$ cat config.mk
export PLATFORM = sky130hd
export DESIGN_NAME = run_ctrl
export DESIGN_NICKNAME = d
export VERILOG_FILES = /design/src/rtl/run_ctrl.sv
export SDC_FILE = /design/constraint.sdc
export NUM_CORES = 1
export LEC_CHECK = 0
export ABC_AREA = 1
export CORE_UTILIZATION = 62
export DETAILED_ROUTE_END_ITERATION = 7
export DONT_BUFFER_PORTS = 1
export GPL_ROUTABILITY_DRIVEN = 1
export HOLD_SLACK_MARGIN = 0.02
export PLACE_DENSITY_LB_ADDON = 0.3
export SLEW_MARGIN = 20
export SYNTH_ARGS = -nofsm -noshare
export SYNTH_HDL_FRONTEND = slang
export SYNTH_SLANG_ARGS = --single-unit
$ cat constraint.sdc
create_clock -name clk -period 1.88 [get_ports clk]
set_input_delay 0.376 -clock clk [delete_from_list [all_inputs] [get_ports clk]]
set_output_delay 0.376 -clock clk [all_outputs]
set_load 0.05 [all_outputs]
$ cat src/rtl/run_ctrl.sv
// run_ctrl: host-facing run sequencer for the core (IDLE -> CLEAR -> RUN -> DONE).
// Define RUN_CTRL_WDOG_EN to compile in the RUN-cycle watchdog that drives timeout.
module run_ctrl #(
    parameter int D          = 32'd12,
    parameter int END_ADDR   = 32'd128,
    parameter int CW         = 32'd16,
    parameter int WDOG_LIMIT = 32'h0000_FFF0
) (
    input  logic          clk,
    input  logic          reset,
    input  logic          req,
    input  logic [D-1:0]  prog_ctr,
    output logic          core_clr,
    output logic          core_en,
    output logic          busy,
    output logic          done,
    output logic          timeout,
    output logic [CW-1:0] cycles
);

    localparam logic [1:0]    ST_IDLE  = 2'd0;
    localparam logic [1:0]    ST_CLEAR = 2'd1;
    localparam logic [1:0]    ST_RUN   = 2'd2;
    localparam logic [1:0]    ST_DONE  = 2'd3;
    localparam logic [D-1:0]  END_PC   = D'(END_ADDR);
    localparam logic [CW-1:0] CYC_ZERO = {CW{1'b0}};
    localparam logic [CW-1:0] CYC_ONE  = {{(CW-1){1'b0}}, 1'b1};
    localparam logic [CW-1:0] CYC_MAX  = {CW{1'b1}};

    logic [1:0]    state_r;
    logic [1:0]    state_nxt_s;
    logic [CW-1:0] cycles_r;
    logic [CW-1:0] cycles_nxt_s;
    logic          req_q_r;
    logic          armed_r;
    logic          core_clr_r;
    logic          busy_r;
    logic          done_r;
    logic          start_s;
    logic          at_end_s;
    logic          wdog_hit_s;

    // armed_r blocks a start from a req that was already high when reset released
    assign start_s  = req && !req_q_r && armed_r;
    assign at_end_s = (prog_ctr == END_PC);

`ifdef RUN_CTRL_WDOG_EN
    localparam logic [CW-1:0] WDOG_LIM = CW'(WDOG_LIMIT);

    logic timeout_r;
    logic timeout_nxt_s;

    assign wdog_hit_s = (cycles_r == WDOG_LIM);

    // Timeout flag: cleared when a run starts, set when the watchdog ends a run.
    always_comb begin
        timeout_nxt_s = timeout_r;
        if ((state_r == ST_IDLE) && start_s) begin
            timeout_nxt_s = 1'b0;
        end else if ((state_r == ST_RUN) && !at_end_s && wdog_hit_s) begin
            timeout_nxt_s = 1'b1;
        end else begin
            timeout_nxt_s = timeout_r;
        end
    end

    // Timeout register.
    always_ff @(posedge clk or negedge reset) begin
        if (!reset) begin
            timeout_r <= 1'b0;
        end else begin
            timeout_r <= timeout_nxt_s;
        end
    end

    assign timeout = timeout_r;
`else
    assign wdog_hit_s = 1'b0;
    assign timeout    = 1'b0;
`endif

    // Next state and cycle count; END_ADDR match wins over the watchdog.
    always_comb begin
        state_nxt_s  = state_r;
        cycles_nxt_s = cycles_r;
        case (state_r)
            ST_IDLE: begin
                if (start_s) begin
                    state_nxt_s  = ST_CLEAR;
                    cycles_nxt_s = CYC_ZERO;
                end else begin
                    state_nxt_s = ST_IDLE;
                end
            end
            ST_CLEAR: begin
                state_nxt_s  = ST_RUN;
                cycles_nxt_s = CYC_ZERO;
            end
            ST_RUN: begin
                if (at_end_s) begin
                    state_nxt_s = ST_DONE;
                end else if (wdog_hit_s) begin
                    state_nxt_s = ST_DONE;
                end else begin
                    state_nxt_s = ST_RUN;
                    if (cycles_r != CYC_MAX) begin
                        cycles_nxt_s = cycles_r + CYC_ONE;
                    end else begin
                        cycles_nxt_s = cycles_r;
                    end
                end
            end
            ST_DONE: begin
                if (!req) begin
                    state_nxt_s = ST_IDLE;
                end else begin
                    state_nxt_s = ST_DONE;
                end
            end
            default: begin
                state_nxt_s  = ST_IDLE;
                cycles_nxt_s = CYC_ZERO;
            end
        endcase
    end

    // State, counters and Moore outputs registered from the next state.
    always_ff @(posedge clk or negedge reset) begin
        if (!reset) begin
            state_r    <= ST_IDLE;
            cycles_r   <= CYC_ZERO;
            req_q_r    <= 1'b0;
            armed_r    <= 1'b0;
            core_clr_r <= 1'b0;
            busy_r     <= 1'b0;
            done_r     <= 1'b0;
        end else begin
            state_r    <= state_nxt_s;
            cycles_r   <= cycles_nxt_s;
            req_q_r    <= req;
            armed_r    <= armed_r || !req;
            core_clr_r <= (state_nxt_s == ST_CLEAR);
            busy_r     <= (state_nxt_s == ST_CLEAR) || (state_nxt_s == ST_RUN);
            done_r     <= (state_nxt_s == ST_DONE);
        end
    end

    assign core_clr = core_clr_r;
    assign busy     = busy_r;
    assign done     = done_r;
    assign cycles   = cycles_r;
    assign core_en  = (state_r == ST_RUN) && !at_end_s;

endmodule

==> out/qor.csv, run 1 <==
stage,metric,value,unit
worst_setup_path,cp-start-kind,flip-flop,
sta,drv_slew,0,
clocking,clock_latency,0.32,ns
placement,hpwl,2350,um
sta,min_period_over_period,93.1,%
global_routing,grt_start_max_net_pins,24,
route,antenna_left,0,
yosys,synth_cell_types,26,
worst_setup_path,r2r_end,cycles[2]$_DFFE_PN0P_,
finish,area_growth,15.4,%
sta,min_period,1.75,ns
sta,finalSetupTns,0,ns
clocking,clkTransAtPathRegs,0.14,ns
sta,max_freq,571,MHz
yosys,ys_seq_area_share,40.1,%
clocking,clockRootBuffer,clkbuf_4,
yosys,ys.flop_type,dfrtp_1,
finish,n_antenna_cell,0,
global_routing,first_global_vias,1297,
yosys,synth_top_area_share,40.1,%
finish,stdcell_area,1660,sq um
yosys,yosysWarnings,0,
worst_setup_path,crit-reg2reg-launch,cycles[0]$_DFFE_PN0P_,
route,drt-pass1-iter-count,4,
worst_setup_path,ff2ff_path_depth,10,
worst_setup_path,crit_required,1.50,ns
finish,nets,250,
placement,dpl-instance-area,1600,sq um
global_routing,grtUsageTotal,27.1,%
finish,fin_util,75.6,%
clocking,tritoncts,done,
route,wire_per_inst,11.9,um
finish,seq_area,578,sq um
sta,worst_pin_slew,0.513,ns
run,maxCapViolCount,0,
worst_setup_path,arrival,1.37,ns
global_routing,grt_overflow_total,0,
pwr,power,1.79,mW
worst_setup_path,cp_max_fo,3,
floorplan,coreArea,2190,sq um
placement,portBuffers,0,
floorplan,die_w,50.1,um
yosys,syn_avg_cell_area,6.89,sq um
sta,rsz0062_at_grt,false,
sta,finClkSkew,0.00863,ns
yosys,yosys-top-cells-area,"dfrtp_1, nand2_1, nor2_1, inv_1, xor2_1",
worst_hold_path,hp-class,in2async,
route,routed_wl,3090,um
sta,setup_viol,0,
yosys,syn_area,1430,sq um
pwr,power.density,1080,nW/um^2
route,avgViaCountPerCell,5.24,
sta,hold_ws,-0.00170,ns
finish,multi_input_area,753,sq um
worst_setup_path,crit_type,reg2out,
clocking,cts_buffers,3,
yosys,ys_async_sr_fraction,100,%
route,num_vias,1357,
global_routing,antenna_found_initial,0,
floorplan,start_util,65.4,%
route,drt-initial-drc-count,43,
worst_setup_path,path_common_cell,inv_1,
clocking,cts_max_level,1,
finish,layout-drive-gt1-share,16.9,%
worst_setup_path,crit_slowest_cell,dfrtp_1,
floorplan,dieArea,2510,sq um
clocking,cts_buffer_depth,2,
worst_setup_path,worstPathCellList,"inv_1, nor2_1, buf_4, nand2_1, inv_1, buf_12",
worst_setup_path,slowest_delay,0.39,ns
worst_setup_path,reg2reg_slack,0.24,ns
yosys,synth.most_common_cell,nand2_1,
yosys,syn_inst,208,
pwr,p_leak,0.923,nW
worst_setup_path,cp-end-kind,primary output,
global_routing,grt_pass1_wl,5180,um
yosys,ys_seq_elements,23,
yosys,synth_edf_count,0,
sta,final_hold_viol_count,4,
floorplan,rows,17,
yosys,synth_common_cells,"nand2_1, nor2_1, dfrtp_1",
clocking,clkSinkCount,23,
pwr,ir_drop,0.983,mV
floorplan,pin_count,36,
sta,slew_headroom,65.8,%
floorplan,die_y,50.1,um
outcome,status,"finished, violations left",
finish,fill_cells,171,
route,drc_errors,0,
placement,gp_congestion,0.893,
yosys,synth_fp_nets,226,
yosys,yosysTopAreaCell,dfrtp_1,
outcome,failed_checks,negative hold slack,
through the flow:
step	instances	setup WS [ns]
finish	259	0.130
global route	259	0.0397
CTS	256	0.0155
detailed placement	251	0.0623
global placement	251	0.162
floorplan	208	0.115
logic make-up after synthesis:
logic type               Yosys count  synth area share, %
buffers and inverters             25                 7.50
AND/OR/NAND/NOR                  143                 42.7
adder cells (fa/ha/maj)            3                 2.62
XOR/XNOR                           6                 3.66
flip-flops                        23                 40.1
AO/OA/AOI/OAI                      7                 3.14
other                              1                0.262
registers in the layout (all words and copies together) (netlist names):
name,cells
busy,1
done,1
cycles,16
state_r,2
armed_r,1
req_q_r,1
core_clr,1
placed cells by master, fill, tap and decap left out, types with 2 or more instances in the layout:
cell type | synthesis | routed
ha_1 | 3 | 3
inv_1 | 18 | 18
dfrtp_1 | 23 | 21
nor2_2 | 1 | 2
nor3_1 | 2 | 2
inv_2 | 3 | 3
buf_4 | 1 | 21
nand4_1 | 5 | 5
nor2_1 | 35 | 34
nand2_1 | 86 | 86
nand2_4 | 2 | 2
dfrtp_2 | 0 | 2
nand3_1 | 7 | 7
xor2_1 | 5 | 5
o21ai_0 | 2 | 2
o21bai_1 | 3 | 3
clkbuf_4 | 0 | 3
what timing repair did:
| item | in CTS | in global routing |
|---|---|---|
| setup buffers | 0 | 3 |
| hold buffers | 1 | 0 |
| resized for setup | 0 | 1 |
| setup endpoints to repair | 0 | 13 |
| hold endpoints to repair | 23 | 0 |
power breakdown:
part | total, mW | internal (mW) | switching, mW
sequential | 0.696 | 0.574 | 0.122
clock | 0.243 | 0.0797 | 0.163
combinational | 0.850 | 0.269 | 0.581
total | 1.79 | 0.923 | 0.866
layer usage:
metal  vias to the layer above  wire [um]  GRT usage (%)
met1                       630       1270           30.7
li1                        677          -              -
met4                         0         17           8.57
met3                         4        197           4.32
met2                        46       1600           50.7
met5                         -          0              0
worst max path at each step:
stage                          startpoint                      to  slack [ns]  depth (start not counted)
finish               state_r[1]$_DFF_PN0_                 core_en        0.13                          6
global route         state_r[1]$_DFF_PN0_                 core_en        0.04                          6
CTS                  state_r[1]$_DFF_PN0_                 core_en        0.02                          6
detailed placement  cycles[8]$_DFFE_PN0P_  cycles[12]$_DFFE_PN0P_        0.06                          9
global placement    cycles[8]$_DFFE_PN0P_   cycles[2]$_DFFE_PN0P_        0.16                          9
floorplan           cycles[2]$_DFFE_PN0P_   cycles[2]$_DFFE_PN0P_        0.12                          9
area by class of cell:
type / instances / area share [%]
clock buffers: 3 / 1.36
clock inverters: 1 / 0.302
inverters: 21 / 4.76
multi-input cells: 160 / 45.5
flip-flops and latches: 23 / 34.9
well taps: 28 / 2.12
repair buffers: 23 / 11.0
worst max-delay path: cells and delay by family (launching register included):
kind,cells,cell delay (ns)
buffers and inverters,4,0.46
and+or+nand+nor,2,0.21
DFF,1,0.39
No activity file was read; power rests on OpenSTA's default activity.
==> inputs of run 2 (changes only) <==
--- a/config.mk
+++ b/config.mk
@@ -7,12 +7,12 @@
 export LEC_CHECK = 0
 export ABC_AREA = 1
 export CORE_UTILIZATION = 62
+export CTS_BUF_LIST = sky130_fd_sc_hd__clkbuf_8 sky130_fd_sc_hd__clkbuf_16
 export DETAILED_ROUTE_END_ITERATION = 7
 export DONT_BUFFER_PORTS = 1
 export GPL_ROUTABILITY_DRIVEN = 1
 export HOLD_SLACK_MARGIN = 0.02
 export PLACE_DENSITY_LB_ADDON = 0.3
-export SLEW_MARGIN = 20
 export SYNTH_ARGS = -nofsm -noshare
 export SYNTH_HDL_FRONTEND = slang
 export SYNTH_SLANG_ARGS = --single-unit
==> out/qor.csv, run 2 (synthesized netlist as in run 1, its figures left out) <==
stage,metric,value,unit,change
clocking,tritoncts,done,,
worst_setup_path,endpoint,core_en,,
finish,final_cell_mix,"nand2_1, nor2_1, dfrtp_1",,
worst_setup_path,path_common_cell,inv_1,,
pwr,power.density,1100,nW/um^2,+1.8%
worst_setup_path,arrival,1.38,ns,about the same
finish,layout_commonest_cell,nand2_1,,
clocking,clockRootBuffer,clkbuf_8,,
global_routing,antenna_found_initial,0,,unchanged
worst_setup_path,crit_slowest_cell,dfrtp_1,,
floorplan,pin_count,36,,unchanged
floorplan,start_util,65.4,%,unchanged
worst_setup_path,crit_required,1.50,ns,about the same
pwr,p_leak,0.922,nW,-0.12%
worst_setup_path,crit_type,reg2out,,
route,antenna_left,0,,unchanged
worst_setup_path,ff2ff_path_depth,9,,-1
run,maxCapViolCount,0,,unchanged
placement,portBuffers,0,,unchanged
finish,layout-drive-gt1-share,15.7,%,-1.2 points
sta,worst_pin_slew,1.04,ns,+0.524 ns
floorplan,die_w,50.1,um,unchanged
route,drt-pass1-iter-count,5,,+1
worst_setup_path,worstPathCellList,"inv_1, nor2_1, buf_4, nand2_1, inv_1, buf_12",,
route,avgViaCountPerCell,5.25,,+0.11%
route,drt-initial-drc-count,32,,-26%
placement,pre_cts_slack,0.0623,ns,unchanged
worst_setup_path,cp-end-kind,primary output,,
pwr,ir_drop,1.02,mV,+3.4%
finish,seq_area,578,sq um,unchanged
outcome,status,"complete, no violations",,
finish,nets,248,,-0.80%
worst_setup_path,reg2reg_slack,0.24,ns,about the same
clocking,clkTransAtPathRegs,0.09,ns,-0.05 ns
route,routed_wl,3110,um,+0.91%
sta,slew_headroom,30.7,%,-35 points
sta,rsz0062_at_grt,false,,
sta,finClkSkew,0.00224,ns,-0.00638 ns
sta,final_hold_viol_count,0,,-4
sta,min_period,1.75,ns,+0.00436 ns
global_routing,grt_start_max_net_pins,24,,unchanged
worst_hold_path,hp-class,in2reg,,
finish,multi_input_area,753,sq um,unchanged
sta,min_period_over_period,93.3,%,+0.23 points
clocking,cts_buffers,3,,unchanged
sta,drv_slew,0,,unchanged
worst_setup_path,crit-reg2reg-launch,cycles[8]$_DFFE_PN0P_,,
worst_setup_path,cp_max_fo,11,,+8
sta,finalSetupTns,0,ns,unchanged
global_routing,first_global_vias,1278,,-1.5%
finish,largest_reg_flops,16,,unchanged
finish,fill_cells,167,,-2.3%
floorplan,die_y,50.1,um,unchanged
worst_setup_path,slowest_delay,0.37,ns,-0.02 ns
clocking,clock_latency,0.26,ns,-0.06 ns
worst_setup_path,r2r_end,cycles[3]$_DFFE_PN0P_,,
route,wire_per_inst,12.1,um,+1.7%
global_routing,grt_overflow_total,0,,unchanged
placement,gp_congestion,0.893,,unchanged
worst_setup_path,cp-start-kind,flip-flop,,
worst_setup_path,crit_start,state_r[1]$_DFF_PN0_,,
floorplan,dieArea,2510,sq um,unchanged
global_routing,grt_pass1_wl,5190,um,+0.14%
finish,area_growth,16.1,%,
finish,fin_util,76.0,%,+0.40 points
route,drc_errors,0,,unchanged
route,num_vias,1348,,-0.66%
global_routing,grtUsageTotal,27.1,%,unchanged
floorplan,coreArea,2190,sq um,unchanged
finish,n_antenna_cell,0,,unchanged
floorplan,rows,17,,unchanged
sta,setup_ws,0.126,ns,-0.00436 ns
sta,max_freq,570,MHz,-0.25%
clocking,cts_max_level,1,,unchanged
clocking,cts_buffer_depth,2,,unchanged
sta,setup_viol,0,,unchanged
clocking,clkSinkCount,23,,unchanged
placement,hpwl,2350,um,unchanged
-- run 2: worst min-delay path by stage --
stage | endpoint | depth (start not counted) | slack (ns) | startpoint
final | req_q_r$_DFF_PN0_ | 0 | 0.13 | req
after floorplan | armed_r$_DFF_PN0_ | 0 | 0.08 | reset
after CTS | req_q_r$_DFF_PN0_ | 0 | 0.13 | req
after global routing | req_q_r$_DFF_PN0_ | 0 | 0.13 | req
after global placement | cycles[1]$_DFFE_PN0P_ | 0 | 0.08 | reset
after detailed placement | cycles[1]$_DFFE_PN0P_ | 0 | 0.08 | reset
-- run 2: repair_timing --
item,in CTS,in global routing
endpoints found under the hold margin,23,0
hold buffers,1,0
setup buffers,0,1
resized for setup,0,1
endpoints found under the setup margin,0,13
-- run 2: final cells by class --
class | count | area share [%]
sequential | 23 | 34.7
timing repair buffer | 21 | 10.4
clock buffer | 3 | 2.48
inverter | 21 | 4.74
clock inverter | 1 | 0.301
multi-input combinational | 160 | 45.3
tap | 28 | 2.11
-- run 2: routing by layer --
metal  up-vias  track usage (%)  wire length (um)
met4         0             8.10                 5
met1       639             30.5              1330
met5         -                0                 0
met3         2             4.32               147
met2        33             51.1              1640
li1        674                -                 -
-- run 2: metrics by stage --
step / hold WS, ns / power (mW) / instances / instance area [sq um]
floorplan: 0.0804 / 1.28 / 208 / 1440
global placement: 0.0808 / 1.47 / 251 / 1600
detailed placement: 0.0809 / 1.49 / 251 / 1600
CTS: 0.131 / 1.81 / 256 / 1650
global route: 0.126 / 1.93 / 257 / 1660
finish: 0.132 / 1.83 / 257 / 1660
-- run 2: critical path, delay by kind of cell (launching register included) --
kind | cells | cell delay, ns
flops | 1 | 0.37
buf+inv | 4 | 0.53
simple gates | 2 | 0.22
-- run 2: power by group --
part | total (mW) | switching [mW] | internal [mW] | leakage, nW
registers | 0.696 | 0.122 | 0.574 | 0.299
logic | 0.817 | 0.574 | 0.243 | 0.597
clock network | 0.316 | 0.168 | 0.148 | 0.0255
total | 1.83 | 0.865 | 0.965 | 0.922
==> inputs of run 3 (changes only) <==
--- a/config.mk
+++ b/config.mk
@@ -6,7 +6,7 @@
 export NUM_CORES = 1
 export LEC_CHECK = 0
 export ABC_AREA = 1
-export CORE_UTILIZATION = 62
+export CORE_UTILIZATION = 50
 export CTS_BUF_LIST = sky130_fd_sc_hd__clkbuf_8 sky130_fd_sc_hd__clkbuf_16
 export DETAILED_ROUTE_END_ITERATION = 7
 export DONT_BUFFER_PORTS = 1
==> out/qor.csv, run 3 (synthesized netlist as in run 1, its figures left out) <==
stage,metric,value,unit,change
outcome,status,"complete, no violations",,
sta,setup_viol,0,,unchanged
pwr,power.density,1100,nW/um^2,-0.34%
worst_hold_path,hp-class,in2reg,,
floorplan,dieArea,3090,sq um,+23%
route,met2_length,1700,um,+4.1%
worst_setup_path,arrival,1.33,ns,-0.05 ns
floorplan,die_w,55.6,um,+11%
placement,portBuffers,0,,unchanged
sta,min_period_over_period,90.7,%,-2.6 points
global_routing,first_global_vias,1338,,+4.7%
floorplan,coreArea,2730,sq um,+25%
placement,dpl-instance-area,1610,sq um,+0.70%
clocking,cts_max_level,1,,unchanged
placement,pre_cts_slack,0.0603,ns,-0.00209 ns
global_routing,grt_pass1_wl,5660,um,+9.2%
finish,seq_area,578,sq um,unchanged
floorplan,die_y,55.6,um,+11%
route,avgViaCountPerCell,5.13,,-2.1%
finish,multi_input_area,753,sq um,unchanged
sta,finalSetupTns,0,ns,unchanged
route,drt-pass1-iter-count,4,,-1
worst_setup_path,crit_type,reg2out,,
finish,fin_util,61.3,%,-15 points
route,antenna_left,0,,unchanged
worst_setup_path,reg2reg_slack,0.26,ns,+0.02 ns
floorplan,rows,19,,+2
route,drt-initial-drc-count,28,,-13%
global_routing,grtUsageTotal,23.3,%,-3.8 points
worst_setup_path,crit_required,1.50,ns,about the same
route,wire_per_inst,12.3,um,+1.5%
sta,rsz0062_at_grt,false,,
finish,layout-drive-gt1-share,16.1,%,+0.37 points
worst_setup_path,cp_max_fo,4,,-7
finish,finalNonFillerCells,261,,+1.6%
clocking,cts_buffer_depth,2,,unchanged
finish,nets,249,,+0.40%
route,top_layer,met4,,
route,routed_wl,3210,um,+3.1%
sta,setup_ws,0.174,ns,+0.0482 ns
placement,gp_congestion,0.874,,-2.2%
placement,hpwl,2460,um,+4.4%
finish,fill_cells,246,,+47%
floorplan,start_util,52.4,%,-13 points
pwr,p_leak,0.927,nW,+0.60%
route,met3WireLength,140,um,-4.8%
finish,n_antenna_cell,0,,unchanged
clocking,clkTransAtPathRegs,0.08,ns,about the same
sta,final_hold_viol_count,0,,unchanged
route,wl_met1,1310,um,-1.3%
finish,largest_reg_flops,16,,unchanged
floorplan,pin_count,36,,unchanged
sta,max_freq,586,MHz,+2.8%
clocking,cts_buffers,3,,unchanged
sta,finClkSkew,0.00307,ns,+0.000831 ns
finish,stdcell_area,1680,sq um,+0.68%
sta,slew_headroom,29.0,%,-1.7 points
route,num_vias,1340,,-0.59%
route,drc_errors,0,,unchanged
global_routing,antenna_found_initial,0,,unchanged
sta,drv_slew,0,,unchanged
clocking,tritoncts,done,,
finish,layout_commonest_cell,nand2_1,,
clocking,clock_latency,0.27,ns,about the same
worst_setup_path,cp-end-kind,primary output,,
global_routing,grt_start_max_net_pins,24,,unchanged
clocking,clkSinkCount,23,,unchanged
sta,worst_pin_slew,1.06,ns,+0.0249 ns
clocking,clockRootBuffer,clkbuf_8,,
placement,dp.cells,255,,+1.6%
global_routing,grt_overflow_total,0,,unchanged
pwr,ir_drop,1.17,mV,+15%
worst_setup_path,cp-start-kind,flip-flop,,
finish,final_cell_mix,"nand2_1, nor2_1, dfrtp_1",,
run,maxCapViolCount,0,,unchanged
sta,min_period,1.71,ns,-0.0482 ns
finish,area_growth,16.8,%,
-- run 3: area by class of cell --
class                           count  share of cell area, %
Clock buffer                        3                   2.46
Timing Repair Buffer               22                   10.8
Multi-Input combinational cell    160                   45.0
Inverter                           21                   4.70
Clock inverter                      1                  0.299
Tap cell                           31                   2.32
Sequential cell                    23                   34.5
-- run 3: per-stage QoR --
| stage | hold slack, ns | total power, mW |
|---|---|---|
| floorplan | 0.0804 | 1.28 |
| global placement | 0.0810 | 1.48 |
| detailed placement | 0.0810 | 1.50 |
| CTS | 0.117 | 1.83 |
| global route | 0.110 | 1.95 |
| finish | 0.127 | 1.84 |
-- run 3: power by group --
part / internal, mW / switching (mW)
logic: 0.247 / 0.571
registers: 0.574 / 0.127
clock network: 0.148 / 0.168
-- run 3: what timing repair did --
item,in CTS,in global routing
hold buffers,1,0
setup endpoints to repair,0,13
endpoints found under the hold margin,23,0
resized for setup,0,1
buffers inserted,0,1
-- run 3: final timing paths --
| kind | start | end | depth (start not counted) |
|---|---|---|---|
| max in group asynchronous | reset | cycles[0]$_DFFE_PN0P_ | 1 |
| worst max-delay path | state_r[1]$_DFF_PN0_ | core_en | 6 |
| worst max register to register | cycles[0]$_DFFE_PN0P_ | cycles[0]$_DFFE_PN0P_ | 10 |
| min in group asynchronous | reset | cycles[2]$_DFFE_PN0P_ | 1 |
| worst min register to register | armed_r$_DFF_PN0_ | armed_r$_DFF_PN0_ | 2 |
| worst min-delay path | req | req_q_r$_DFF_PN0_ | 0 |
-- run 3: critical path: stages, from the launching register on --
cell and delay [ns]:
dfrtp_1 0.40, inv_1 0.09, nor2_1 0.13, buf_4 0.14, nand2_1 0.06, inv_1 0.09, buf_12 0.14
-- run 3: routing by layer --
metal | track usage (%) | vias up
met5 | 0 | -
met4 | 12.5 | 0
met3 | 3.75 | 5
met2 | 41.8 | 29
met1 | 26.2 | 625
li1 | - | 681
